--- src/rtl/ysyx_22050710_sram_arb_pkg.sv ---
// ysyx_22050710_sram_arb_pkg: shared types and constants for the instruction SRAM
// read-port arbiter (FSM states, requester IDs, grant decode helper).
package ysyx_22050710_sram_arb_pkg;

   // Arbiter FSM: IDLE = no response outstanding, RESP = one response being presented.
   typedef enum logic {
      IDLE = 1'b0,
      RESP = 1'b1
   } arb_state_e;

   // Requester IDs: m0 is the IFU fetch port, m1 is the LSU read port.
   localparam logic M0 = 1'b0;
   localparam logic M1 = 1'b1;

   // One-hot grant vector to requester ID; an empty grant decodes to M0 and is never
   // used as a winner because callers qualify it with |gnt.
   function automatic logic gnt_to_id(input logic [1:0] gnt);
      return gnt[1] ? M1 : M0;
   endfunction

endpackage

--- src/rtl/ysyx_22050710_arb2.sv ---
// ysyx_22050710_arb2: combinational two-way request arbiter producing a one-hot grant.
// Build option YSYX_22050710_SRAM_ARB_RR_EN:
//   defined   -> round-robin, i_ptr names the requester preferred this cycle
//   undefined -> fixed priority, m1 (LSU) over m0 (IFU); i_ptr is ignored
module ysyx_22050710_arb2
   import ysyx_22050710_sram_arb_pkg::*;
(
   input  logic [1:0] i_req,
   input  logic       i_ptr,
   output logic [1:0] o_gnt
);

`ifdef YSYX_22050710_SRAM_ARB_RR_EN

   // Round-robin: the preferred requester wins if it asks, otherwise the other one does.
   // NOTE: every signal written in an always_comb gets a default first so that no
   // path through the block leaves it unassigned and infers a latch.
   always_comb begin
      o_gnt = 2'b00;
      if (i_ptr == M0) begin
         if (i_req[0])      o_gnt = 2'b01;
         else if (i_req[1]) o_gnt = 2'b10;
      end else begin
         if (i_req[1])      o_gnt = 2'b10;
         else if (i_req[0]) o_gnt = 2'b01;
      end
   end

`else

   // The pointer has no meaning for fixed priority; it is consumed here only so the
   // port list stays identical between the two builds.
   logic unused_ptr;
   assign unused_ptr = i_ptr;

   // Fixed priority: the LSU (m1) always beats the IFU (m0).
   always_comb begin
      o_gnt = 2'b00;
      if (i_req[1])      o_gnt = 2'b10;
      else if (i_req[0]) o_gnt = 2'b01;
   end

`endif

endmodule

--- src/rtl/ysyx_22050710_sram_rd_arbiter.sv ---
// ysyx_22050710_sram_rd_arbiter: shares the single read port of the 1-cycle-latency
// instruction SRAM between the IFU (m0) and the LSU (m1). One request is granted per
// cycle, the read is issued to the SRAM in the grant cycle, and the returned word is
// presented to its owner on the following cycle and held until the owner accepts it.
// A new grant may coincide with the response handshake, giving one read per cycle.
// Build option YSYX_22050710_SRAM_ARB_RR_EN selects round-robin arbitration; without
// it the LSU has fixed priority over the IFU.
module ysyx_22050710_sram_rd_arbiter
   import ysyx_22050710_sram_arb_pkg::*;
#(
   parameter int SRAM_ADDR_WD = 32,
   parameter int SRAM_DATA_WD = 64
) (
   input  logic                    i_clk,
   input  logic                    i_rst_n,
   // m0: IFU fetch
   input  logic                    i_m0_arvalid,
   output logic                    o_m0_arready,
   input  logic [SRAM_ADDR_WD-1:0] i_m0_araddr,
   output logic                    o_m0_rvalid,
   input  logic                    i_m0_rready,
   output logic [SRAM_DATA_WD-1:0] o_m0_rdata,
   // m1: LSU read
   input  logic                    i_m1_arvalid,
   output logic                    o_m1_arready,
   input  logic [SRAM_ADDR_WD-1:0] i_m1_araddr,
   output logic                    o_m1_rvalid,
   input  logic                    i_m1_rready,
   output logic [SRAM_DATA_WD-1:0] o_m1_rdata,
   // SRAM read port
   output logic                    o_sram_ren,
   output logic [SRAM_ADDR_WD-1:0] o_sram_addr,
   input  logic [SRAM_DATA_WD-1:0] i_sram_rdata
);

   arb_state_e state;
   arb_state_e state_nxt;
   logic       owner;         // requester whose response is (or will be) presented
   logic       owner_nxt;
   logic       ptr;           // requester preferred by the arbiter this cycle
   logic [1:0] req;
   logic [1:0] arb_gnt;       // raw arbiter decision, before qualification
   logic [1:0] gnt;           // grant that actually handshakes this cycle
   logic       win;
   logic       owner_rready;
   logic       arb_open;

   assign req          = {i_m1_arvalid, i_m0_arvalid};
   assign owner_rready = (owner == M1) ? i_m1_rready : i_m0_rready;

   // A new read may only be issued while the SRAM output is free: either nothing is
   // outstanding, or the outstanding word is being consumed this very cycle. The
   // window is also closed while reset is asserted, so no requester sees a handshake
   // that the cleared FSM would then forget.
   assign arb_open = i_rst_n && ((state == IDLE) || owner_rready);
   assign gnt      = arb_open ? arb_gnt : 2'b00;
   assign win      = gnt_to_id(gnt);

   ysyx_22050710_arb2 u_arb2 (
      .i_req (req),
      .i_ptr (ptr),
      .o_gnt (arb_gnt)
   );

`ifdef YSYX_22050710_SRAM_ARB_RR_EN

   logic rr_ptr;

   // Round-robin pointer: after every grant the requester that lost is preferred next.
   // NOTE: sequential state is always written with non-blocking assignments so every
   // flop samples the pre-edge value of every other flop, independent of block order.
   always_ff @(posedge i_clk or negedge i_rst_n) begin
      if (!i_rst_n) begin
         rr_ptr <= M0;
      end else if (|gnt) begin
         rr_ptr <= ~win;
      end
   end

   assign ptr = rr_ptr;

`else

   // Fixed priority needs no history; the arbiter ignores this input.
   assign ptr = M0;

`endif

   // FSM state and response owner registers.
   always_ff @(posedge i_clk or negedge i_rst_n) begin
      if (!i_rst_n) begin
         state <= IDLE;
         owner <= M0;
      end else begin
         state <= state_nxt;
         owner <= owner_nxt;
      end
   end

   // Next-state logic plus request-side and response-side output decode.
   always_comb begin
      state_nxt    = state;
      owner_nxt    = owner;

      // Request side: the qualified grant drives arready, ren and the address mux.
      o_m0_arready = gnt[0];
      o_m1_arready = gnt[1];
      o_sram_ren   = |gnt;
      o_sram_addr  = '0;
      if (gnt[1]) begin
         o_sram_addr = i_m1_araddr;
      end else if (gnt[0]) begin
         o_sram_addr = i_m0_araddr;
      end

      // Response side: a pure state/owner decode, with no path from any arvalid.
      o_m0_rvalid  = 1'b0;
      o_m1_rvalid  = 1'b0;
      o_m0_rdata   = '0;
      o_m1_rdata   = '0;

      case (state)
         IDLE: begin
            if (|gnt) begin
               state_nxt = RESP;
               owner_nxt = win;
            end
         end
         RESP: begin
            // The SRAM keeps its registered output while ren is low, so the word is
            // stable for as long as the owner stalls.
            if (owner == M1) begin
               o_m1_rvalid = 1'b1;
               o_m1_rdata  = i_sram_rdata;
            end else begin
               o_m0_rvalid = 1'b1;
               o_m0_rdata  = i_sram_rdata;
            end
            if (owner_rready) begin
               if (|gnt) begin
                  owner_nxt = win;      // back-to-back: next word follows directly
               end else begin
                  state_nxt = IDLE;
               end
            end
         end
         default: begin
            state_nxt = IDLE;
         end
      endcase
   end

   // Protocol sanity: at most one response is presented, and a read is issued exactly
   // when one requester handshakes its address.
   a_single_rvalid : assert property (@(posedge i_clk) disable iff (!i_rst_n)
      !(o_m0_rvalid && o_m1_rvalid));
   a_ren_is_handshake : assert property (@(posedge i_clk) disable iff (!i_rst_n)
      o_sram_ren == (o_m0_arready || o_m1_arready));
   a_single_grant : assert property (@(posedge i_clk) disable iff (!i_rst_n)
      !(o_m0_arready && o_m1_arready));

endmodule
--- config.mk ---
export PLATFORM = sky130hd
export DESIGN_NAME = ysyx_22050710_sram_rd_arbiter
export DESIGN_NICKNAME = d
export VERILOG_FILES = /design/src/rtl/ysyx_22050710_sram_arb_pkg.sv /design/src/rtl/ysyx_22050710_arb2.sv /design/src/rtl/ysyx_22050710_sram_rd_arbiter.sv
export SDC_FILE = /design/constraint.sdc
export NUM_CORES = 1
export LEC_CHECK = 0
export BUFFER_PORTS_ARGS = -buffer_cell sky130_fd_sc_hd__buf_2
export CAP_MARGIN = 10
export CORE_AREA = 8 8 111 113
export DETAILED_ROUTE_END_ITERATION = 6
export DIE_AREA = 0 0 119 121
export PLACE_DENSITY_LB_ADDON = 0.08
export SYNTH_ARGS = -nofsm -noshare
export SYNTH_HDL_FRONTEND = slang
export SYNTH_HIERARCHICAL = 1
export SYNTH_SLANG_ARGS = --single-unit
export TNS_END_PERCENT = 100
--- constraint.sdc ---
create_clock -name i_clk -period 3.14 [get_ports i_clk]
set_clock_uncertainty 0.05 [all_clocks]
set_input_delay 0.628 -clock i_clk [delete_from_list [all_inputs] [get_ports i_clk]]
set_output_delay 0.628 -clock i_clk [all_outputs]
set_load 0.02 [all_outputs]
# Yosys cells after proc, flatten, opt, wreduce, memory -nomap -nowiden
# Cells that the tools add are included.
# word_totals
register_bits	2
output_inout_bits	165
input_bits	134
elab_cells	28
# op_classes
reduce_logical	3
n_bitwise	1
muxes	21
n_eq_ne	1
# op_table
cell	count
$mux W64	4
$mux W32	2
$mux W1	11
$mux W2	2
$pmux W1 S2	2
$ne A2 B1 Y1 const B	1
$reduce_or A2 Y1	1
$logic_and A1 B1 Y1	1
$logic_or A1 B1 Y1	1
$not A1 Y1	1

# Logic depth before layout (Yosys ltp)
# depth
word_depth	8
ltp_mapped	6

# Cells and area by module
# The synthesis kept the hierarchy.
# by_module_without_submodules
module	cells_per_inst	instances	area_each_um2
ysyx_22050710_sram_rd_arbiter	244	1	1482.7
ysyx_22050710_arb2	2	1	21.3

# Worst setup path after synthesis
# Ideal clock, no wire load.
# synth_path
path_type	input to output
from	input port i_m1_arvalid
to	output port o_sram_addr[10]
setup_slack_ns	0.865
stages	6
required_time_ns	2.462
t_arrival_ns	1.597
cell_sequence	buf_4 and3b_1 buf_2 buf_2 a22oi_1 nor2_1
# synth_via
elab_chain_cells	4
# synth_lines
item	line	text
start: declaration	ysyx_22050710_sram_rd_arbiter.sv:24	input logic i_m1_arvalid,
$mux W2 (*)	ysyx_22050710_arb2.sv:39	if (i_req[1]) o_gnt = 2'b10;
$mux W2 (*)	ysyx_22050710_sram_rd_arbiter.sv:56	assign gnt = arb_open ? arb_gnt : 2'b00;
$mux W32	ysyx_22050710_sram_rd_arbiter.sv:112	end else if (gnt[0]) begin
$mux W32 (*)	ysyx_22050710_sram_rd_arbiter.sv:110	if (gnt[1]) begin
end: declaration	ysyx_22050710_sram_rd_arbiter.sv:32	output logic [SRAM_ADDR_WD-1:0] o_sram_addr,
# Every way passes the cells marked *; elsewhere a longest branch is shown, timed or not.

# Worst setup path in the final report
# layout_path
from	register state
to	output port o_sram_addr[8]
# layout_via
elab_chain_cells	6
# layout_lines
item	line	text
start: declaration	ysyx_22050710_sram_rd_arbiter.sv:36	arb_state_e state;
start signal: assignment	ysyx_22050710_sram_rd_arbiter.sv:95	state <= state_nxt;
$not A1 Y1 (*)	--	
$logic_or A1 B1 Y1 (*)	ysyx_22050710_sram_rd_arbiter.sv:55	assign arb_open = i_rst_n && ((state == IDLE) || owner_rready);
$logic_and A1 B1 Y1 (*)	ysyx_22050710_sram_rd_arbiter.sv:55	
$mux W2 (*)	ysyx_22050710_sram_rd_arbiter.sv:56	
$mux W32	ysyx_22050710_sram_rd_arbiter.sv:112	
$mux W32 (*)	ysyx_22050710_sram_rd_arbiter.sv:110	
# Marks and branches as above.

==> summary.md <==
| Metric | Value |
|---|---|
| Status | finished, final reports clean |
| Core area | 10600 um^2 |
| Clock root cell | clkbuf_8 |
| Initial antenna violation count | 0 |
| Remaining antenna violation count | 0 |
| Chip Width | 119 um |
| Fin area | 3100 um^2 |
| Post_cts resized | 0 |
| Clock Sinks | 2 |
| Initial Util | 14.1% |
| Min Tclk post-route | 2590 ps |
| Fmax | 387 MHz |
| Drt via density | 4.23 |
| Worst Reg-to-Reg Cells | 4 |
| PD cells | 291 nW/um^2 |
| # Max-Cap Violations | 0 |
| Hold_buf cts | 0 |
| DRC viols | 0 |
| Pin count of the biggest net entering global routing | 47 |
| Maximum vdd drop | 0.0783 mV |
| Max-slew violations | 0 |
| Net Count, Synth | 379 |
| Slew Limit Headroom | 64.6% |
| Data required, critical path | 2460 ps |
| CTS H-tree lvls | 1 |
| Initial DRT Pass Iterations | 4 |
| CTS buffer count | 3 |
| Share of total power in the clock network | 11.1% |
| Area growth, synth to finish | 107% |
| TNS Setup | 0 ps |
| Placed cell areas | 3060 um^2 |
| CP Launch Type | flop |
| All-Layer GR Usage | 14.1% |
| Detail Placement HPWL | 9660 um |
| Worst hold path type | primary input to async pin |
| # setup viols final | 0 |
| Filler cells | 1213 |
| Rows | 38 |
| Layout cell share with drive strength beyond 1 | 59.9% |
| # IOs | 299 |
| CTS tree | done |
| Fin nets | 657 |
| Full die area | 14400 um^2 |
| Worst Path Arrival | 1910 ps |
| DR vias | 2793 |
| Comb pwr share | 84.4% |
| Post-CTS Setup Inserts | 0 |
| WS Path Type | flop to primary output |
| Multi-input gate area | 1270 um^2 |
| Antenna diode count | 0 |
| Int Power | 0.000391 W |
| Most common cell after layout, fill and taps aside | buf_2 |
| Die Span Y | 121 um |
| Final Hold Vio Count | 0 |
| Avg Cell Area, Syn | 6.12 um^2 |
| RSZ-0062 raised after global routing | no |
| First-pass GRT wire length | 16400 um |
| Worst-Skew Late Latency | 210 ps |
| Static Leak | 2.19 nW |
| Switching part of the total | 56.6% |
| Synth Warn # | 6 |
| Synthesized area | 1500 um^2 |
| Net switching power | 0.000510 W |
| Wirelength per Cell | 17.0 um |
| Seq pwr share | 4.5% |
| DRT Wirelength | 11300 um |
| Remaining global-route overflow | 0 |
| Vias in the first global route | 2800 |
| Sequential cell area | 50.0 um^2 |
| Gp weighted congestion | 0.759 |
| Crit Path Max Fanout | 36 |
| Commonest non-fill, non-tap cells in the layout | buf_2 (298), and2_1 (67), and3_1 (64) |
| Mapped Cells | 245 |
| Initial DRC Count | 130 |
| Tcrit/Tclk final | 82.3% |
| Number of port buffers | 298 |
| Worst-Margin Slew | 531 ps |
| Crit end category | primary output |
| CTS max path bufs | 2 |
| Reg clk slew, reported paths | 30 ps |
power by group through the flow:
stage	combinational [W]	clock, W	sequential [W]
6_report	0.000760	0.000100	0.0000406
5_1_grt	0.000821	0.000107	0.0000421
4_1_cts	0.000776	0.000104	0.0000407
3_5_place_dp	0.000774	0	0.0000410
3_3_place_gp	0.000777	0	0.0000411
2_1_floorplan	0.000466	0	0.0000339
metal layers:
| layer | share of wire [%] | global-route usage, % |
|---|---|---|
| met1 | 38 | 14.4 |
| met2 | 52 | 27.5 |
| met3 | 8.9 | 4.84 |
| met4 | 0.75 | 2.29 |
| met5 | 0 | 0 |
critical path: stages (launching register included):
cell and delay (ps):
dfrtp_1 660, buf_4 290, and2_1 150, buf_4 320
nor2_1 90, buf_2 170
registers in the layout, indices dropped and copies added, names as in the netlist:
signal and count:
owner 1, state 1
path summary, 6_finish.rpt:
kind / startpoint / endpoint / slack (ps)
hold reg to reg: owner$_DFFE_PN0P_ / owner$_DFFE_PN0P_ / 820
hold / removal: i_rst_n / owner$_DFFE_PN0P_ / 180
setup / recovery: state$_DFF_PN0_ / o_sram_addr[8] / 550
max in group asynchronous: i_rst_n / state$_DFF_PN0_ / 2730
min in group i_clk: i_m1_rready / owner$_DFFE_PN0P_ / 690
setup reg to reg: state$_DFF_PN0_ / state$_DFF_PN0_ / 1430
layout make-up:
| class | instances | area share (%) |
|---|---|---|
| clock buffers | 3 | 1.33 |
| multi-input cells | 209 | 41.1 |
| flip-flops and latches | 2 | 1.62 |
| well taps | 140 | 5.65 |
| repair buffers | 307 | 50.3 |
metrics by stage:
stage	utilization, %	worst slack [ps]	total power [W]	instances	hold WS (ps)
after floorplan	-	865	0.000500	245	282
after global placement	28.8	721	0.000819	658	393
after detailed placement	28.8	709	0.000815	658	396
after CTS	29.2	548	0.000921	661	172
after global routing	29.2	396	0.000970	661	172
final	29.2	555	0.000901	661	176
Power figures use the tool's default switching activity.
